### src/rtl/pc_pkg.sv
// pc_pkg: shared widths and reset value for the program counter slice.
package pc_pkg;
  localparam int XLEN = 64;
  localparam int COND_W = 19;
  localparam int BR_W = 26;
  localparam logic [XLEN-1:0] PC_RESET = '0;
endpackage

### src/rtl/adder64_bit.sv
// adder64_bit: 64-bit full adder with signed overflow and carry-out.
module adder64_bit
  import pc_pkg::*;
(
  input  logic [XLEN-1:0] a,
  input  logic [XLEN-1:0] b,
  input  logic            cin,
  output logic [XLEN-1:0] sum,
  output logic            overflow,
  output logic            cout
);
  assign {cout, sum} = {1'b0, a} + {1'b0, b} + {{XLEN{1'b0}}, cin};
  assign overflow = (a[XLEN-1] == b[XLEN-1]) && (sum[XLEN-1] != a[XLEN-1]);
endmodule

### src/rtl/program_counter.sv
// program_counter: 64-bit PC with sequential, PC-relative and register-indirect next-PC selection.
module program_counter
  import pc_pkg::*;
#(
  parameter int condAddrSize = COND_W,
  parameter int brAddrSize = BR_W
) (
  input  logic                    clk,
  input  logic                    rst,
  input  logic [condAddrSize-1:0] condAddr19,
  input  logic [brAddrSize-1:0]   brAddr26,
  input  logic                    uncondBr,
  input  logic                    branchReg,
  input  logic [XLEN-1:0]         Rd,
  input  logic                    branch,
  input  logic                    flagZero,
  input  logic                    flagNeg,
  input  logic                    opcode,
  output logic [XLEN-1:0]         currPC,
  output logic [XLEN-1:0]         pc_plus4
);
  logic [XLEN-1:0] pc_q, pc_d, offset, br_target, seq_pc;
  logic zero_taken, neg_taken, take_br;
  logic unused_ovf_seq, unused_cout_seq, unused_ovf_br, unused_cout_br;
  assign zero_taken = branch & flagZero & opcode;
  assign neg_taken = branch & flagNeg & ~opcode;
  assign take_br = uncondBr | zero_taken | neg_taken;
  // word offsets become byte offsets after sign extension
  assign offset = uncondBr
    ? {{(XLEN-brAddrSize-2){brAddr26[brAddrSize-1]}}, brAddr26, 2'b00}
    : {{(XLEN-condAddrSize-2){condAddr19[condAddrSize-1]}}, condAddr19, 2'b00};
  adder64_bit u_seq (
    .a(pc_q), .b(64'd4), .cin(1'b0),
    .sum(seq_pc), .overflow(unused_ovf_seq), .cout(unused_cout_seq)
  );
  adder64_bit u_br (
    .a(pc_q), .b(offset), .cin(1'b0),
    .sum(br_target), .overflow(unused_ovf_br), .cout(unused_cout_br)
  );
  assign pc_d = branchReg ? Rd : take_br ? br_target : seq_pc;
  always_ff @(posedge clk)
    if (!rst) pc_q <= PC_RESET;
    else pc_q <= pc_d;
  assign currPC = pc_q;
  assign pc_plus4 = seq_pc;
endmodule

### config.mk
export PLATFORM = sky130hd
export DESIGN_NAME = program_counter
export DESIGN_NICKNAME = d
export VERILOG_FILES = /design/src/rtl/pc_pkg.sv /design/src/rtl/adder64_bit.sv /design/src/rtl/program_counter.sv
export SDC_FILE = /design/constraint.sdc
export NUM_CORES = 1
export LEC_CHECK = 0
export ABC_AREA = 1
export CORE_MARGIN = 4
export CORE_UTILIZATION = 56
export DETAILED_ROUTE_END_ITERATION = 7
export PLACE_DENSITY = 0.95
export SLEW_MARGIN = 20
export SYNTH_ARGS = -nofsm -noshare
export SYNTH_HDL_FRONTEND = slang
export SYNTH_SLANG_ARGS = --single-unit
### constraint.sdc
create_clock -name clk -period 8.6 [get_ports clk]
set_clock_uncertainty 0.15 [all_clocks]
set_input_delay 1.72 -clock clk [delete_from_list [all_inputs] [get_ports clk]]
set_output_delay 1.72 -clock clk [all_outputs]
set_load 0.05 [all_outputs]
# Word level (Yosys, flattened, before mapping)
# Index checks and enable logic that the tools add are counted.
# word_totals
inputBits	117
elab_cells	13
output_inout_bits	128
register_bits	64
# classes
n_bitwise	7
mux	3
n_addsub	2
# ops
operator	count
two-way mux 64 bit	3
adder 64 x 3 -> 64 bit, second input constant	1
adder 64 bit	1
bitwise AND 1 bit	4
bitwise OR 1 bit	2
NOT 1 bit	1

# Logic depth before layout (Yosys ltp)
# depth
depth_word	6
depth_mapped	22
mapped_depth_nobuf	20

# Cells and area by module
# A second synthesis with hierarchy kept.
# hier_totals
cells_unflattened	2810
hier_area_um2	14741.6
# modules_own_cells
module	area_each_um2	cells_each	instances	seq_area_each_um2
adder64_bit at u_br	5411.4	1085	1	0.0
adder64_bit at u_seq	5335.1	1081	1	0.0
program_counter	3995.1	644	1	1281.2

# Least setup slack after synthesis
# OpenSTA, ideal clock, no wires.
# synth_path
kind	input-to-reg
startpoint	in uncondBr
endpoint	reg pc_q[60], in the netlist currPC[60]
setup_time_ns	0.109
path_buffers	1
required_ns	8.341
path_stages	18
t_arrival_ns	4.599
path_slack_ns	3.742
cell_sequence	buf_2 > clkinv_1 > nand2_1 > nand2_1 > ha_1 > nand2_1 > nor2_1 > inv_1 > nor2_1 > inv_1 > nor3_1 > nand2_1 > nand2_1 > nand2_1 > nand3_1 > nand3_1 > nand2_1 > inv_1
# synth_between
elab_chain_cells	4
word_cells_on_any_way	6
cone_classes	add/sub (1); mux (3); bitwise (2)
# synth_rtl
item	line_no	text
start: declaration	program_counter.sv:12	input logic uncondBr,
two-way mux 64 bit / bitwise OR 1 bit (equally long branches)	program_counter.sv:30, program_counter.sv:27	
adder 64 bit / bitwise OR 1 bit (equally long branches)	adder64_bit.sv:12, program_counter.sv:27	
two-way mux 64 bit (*) (2 in a row)	program_counter.sv:40	assign pc_d = branchReg ? Rd : take_br ? br_target : seq_pc;
end signal: assignment	program_counter.sv:43	else pc_q <= pc_d;
end: declaration	program_counter.sv:22	logic [XLEN-1:0] pc_q, pc_d, offset, br_target, seq_pc;
# Every way passes the cells marked *; elsewhere a longest branch is shown, timed or not.
# A chain may end at the register's enable or synchronous reset.

# Worst setup path after layout
# layout_path
startpoint	in uncondBr
endpoint	reg pc_q[50], in the netlist currPC[50]
# The elaborated chain is that of the path after synthesis.

==> results_dict.tcl <==
set metrics [dict create \
    slew_headroom 0.367 \
    grt_pass1_vias 12445 \
    setup.worst_path.start_class "input port" \
    grt_pass1_wl_um 68800 \
    ys_types 51 \
    fin_setup_tns_ps 0 \
    fp.dieH_um 142 \
    hold_violations 0 \
    drv_cap 0 \
    core_um2 17400 \
    largest_reg_flops 64 \
    ir_worst_vdd_mv 0.131 \
    dr.pass1.iters 8 \
    pin_count 245 \
    ctsHtreeMaxLevel 3 \
    finalCritPeriodShare 0.660 \
    ys_ff_latch 64 \
    routedWlPerCell_um 19.9 \
    synth_ff_type "dfxtp_1" \
    rsz0062_at_grt "no" \
    syn_inst 1861 \
    use_met2 0.668 \
    holdPathStages 2 \
    met3_usage 0.119 \
    busiest_layer "met2" \
    post-route-util 0.741 \
    finalNetCount 2272 \
    die_x_um 142 \
    route.detailed.drc 0 \
    syn_nets 2041 \
    clock_latency_ps 350 \
    postCtsSetupBuffers 0 \
    yosysTopAreaCell "nand2_1" \
    syn-cell-area_um2 10000 \
    setup_violations 0 \
    cp.arrival_ps 5800 \
    final.min_clock_period_ps 5680 \
    async_flop_share 0 \
    worstSetupPathType "in -> reg" \
    grt_start_max_net_pins 49 \
    die-area_um2 20100 \
    area_delta_synth_final_pct 29.0 \
    drtIter0Drc 2173 \
    diodes 0 \
    cts_inserted_buffers 9 \
    path_clk_slew_ps 70 \
    port_buffers 244 \
    slew_violations 0 \
    fmaxAchievable_ghz 0.176 \
    vias_per_cell 5.92 \
    cts_tree "yes" \
    wl_um 46200 \
    yosys-top-cells-area "nand2_1 23%, dfxtp_1 13%, inv_1 12%" \
    clock_path_buffers 2 \
    seq_area_um2 1280 \
    layout.cells.non_filler 2322 \
    ff2ff_path_depth 10 \
    powerDensity_nw_per_um2 145 \
    dp_hpwl_um 38600 \
    nFillCells 1526 \
    place.gp.congestion 1.14 \
    dp_cells 2306 \
    clock-sinks 64 \
    start_util 0.574 \
    cp-end-kind "flip-flop" \
    seq_area_frac_synth 0.128 \
    layout-drive-gt1-share 0.0367 \
    crit_fanout 37 \
    cts-root-buf "clkbuf_16" \
    multi_input_area_um2 7390 \
    antenna_found_initial 1 \
    post_cts_resized 0 \
    yosys_warnings 0 \
    grt_util_all_layers 0.444 \
    vias 13747 \
    synth-edff-count 0 \
    grt_overflow 0 \
    fp-row-count 48 \
    grt_use_met1 0.595 \
    status "finished, final reports clean" \
    ctsHoldBuffers 0 \
    avgSynthCellArea_um2 5.37 \
    p_leak_uw 0.00641 \
    tightest_slew_ps 943 \
    min_path_type "reg -> reg" \
    crit_required_ps 8720 \
    netlist.area_leader.share 0.229 \
    drtAntennaViolNets 0 \
]
-- final cells by class --
class,instances,area share
Clock buffer,9,0.0174
Clock inverter,7,0.00427
Inverter,316,0.0919
Multi-Input combinational cell,1451,0.573
Sequential cell,64,0.0993
Tap cell,225,0.0218
Timing Repair Buffer,250,0.193
-- final timing paths --
kind / start / endpoint / slack, ps
min reg2reg: currPC[1] / currPC[1] / 440
min: currPC[1] / currPC[1] / 440
max reg2reg: currPC[9] / currPC[27] / 5510
max: uncondBr / currPC[50] / 2920
-- cell usage after synthesis (all sizes together), types with 17 or more instances --
cell type / number
nand2: 621
inv: 313
nor2: 251
nand3: 125
a21oi: 102
dfxtp: 64
ha: 62
o21ai: 58
xor2: 52
nor3: 49
nand4: 26
xnor2: 18
a22oi: 17
-- critical path: stages --
cell,delay (ps)
clkdlybuf4s50_1,460
buf_4,290
clkinv_1,470
nand2_1,400
nand2_1,90
buf_4,290
ha_1,480
nand2_1,150
nor2_1,230
inv_1,130
nor4_1,350
nand3_1,220
nand4_1,120
nand3_1,160
a21oi_1,200
-- logic make-up after synthesis --
family	share of synthesized area
AND/OR/NAND/NOR	0.462
buffers and inverters	0.133
AO/OA/AOI/OAI	0.133
XOR/XNOR	0.0643
flip-flops	0.128
adder cells (fa/ha/maj)	0.0796
-- cell usage in the layout, fill, tap and decap left out, types with 3 or more instances in the layout --
cell type,netlist,layout
nand3_2,4,4
inv_2,6,6
nand3_1,121,121
nor4_1,3,3
nand2_4,4,4
nor2_1,232,232
or2_2,4,4
buf_4,2,6
nor3_2,4,4
a22oi_1,17,17
a21oi_1,102,102
a21o_1,5,5
o21bai_1,12,12
o221ai_1,12,12
clkdlybuf4s50_1,0,244
nor3_1,44,44
nor2_4,9,9
ha_1,62,62
nand2_1,611,611
clkinv_1,3,3
nand4_1,26,26
o21ai_0,55,55
xnor2_1,16,16
o211ai_1,10,10
inv_1,307,307
xor2_1,50,50
clkbuf_16,0,9
dfxtp_1,64,64
nor2_2,10,10
nand3b_1,5,5
nand2_2,6,6
a31oi_1,6,6
-- stage by stage --
stage | power (µW) | setup WS, ps | hold slack (ps) | instance area, µm²
after floorplan | 1080 | 3740 | 612 | 10000
after detailed placement | 1460 | 2770 | 428 | 12600
after CTS | 1820 | 3110 | 441 | 12900
after global placement | 1450 | 2830 | 369 | 12600
final | 1870 | 2920 | 437 | 12900
after global routing | 1940 | 2640 | 477 | 12900
-- power breakdown --
part | internal, µW | switching, µW | leakage (µW)
clock network | 198 | 169 | 0.000132
logic | 353 | 736 | 0.00575
registers | 329 | 84.2 | 0.000533
-- per-layer routing --
layer  routed length, µm  part of all wire
met1               17200              0.37
met5                  13           0.00028
met2               18900              0.41
met3                7620              0.17
met4                2430             0.053
Power figures use the tool's default switching activity.
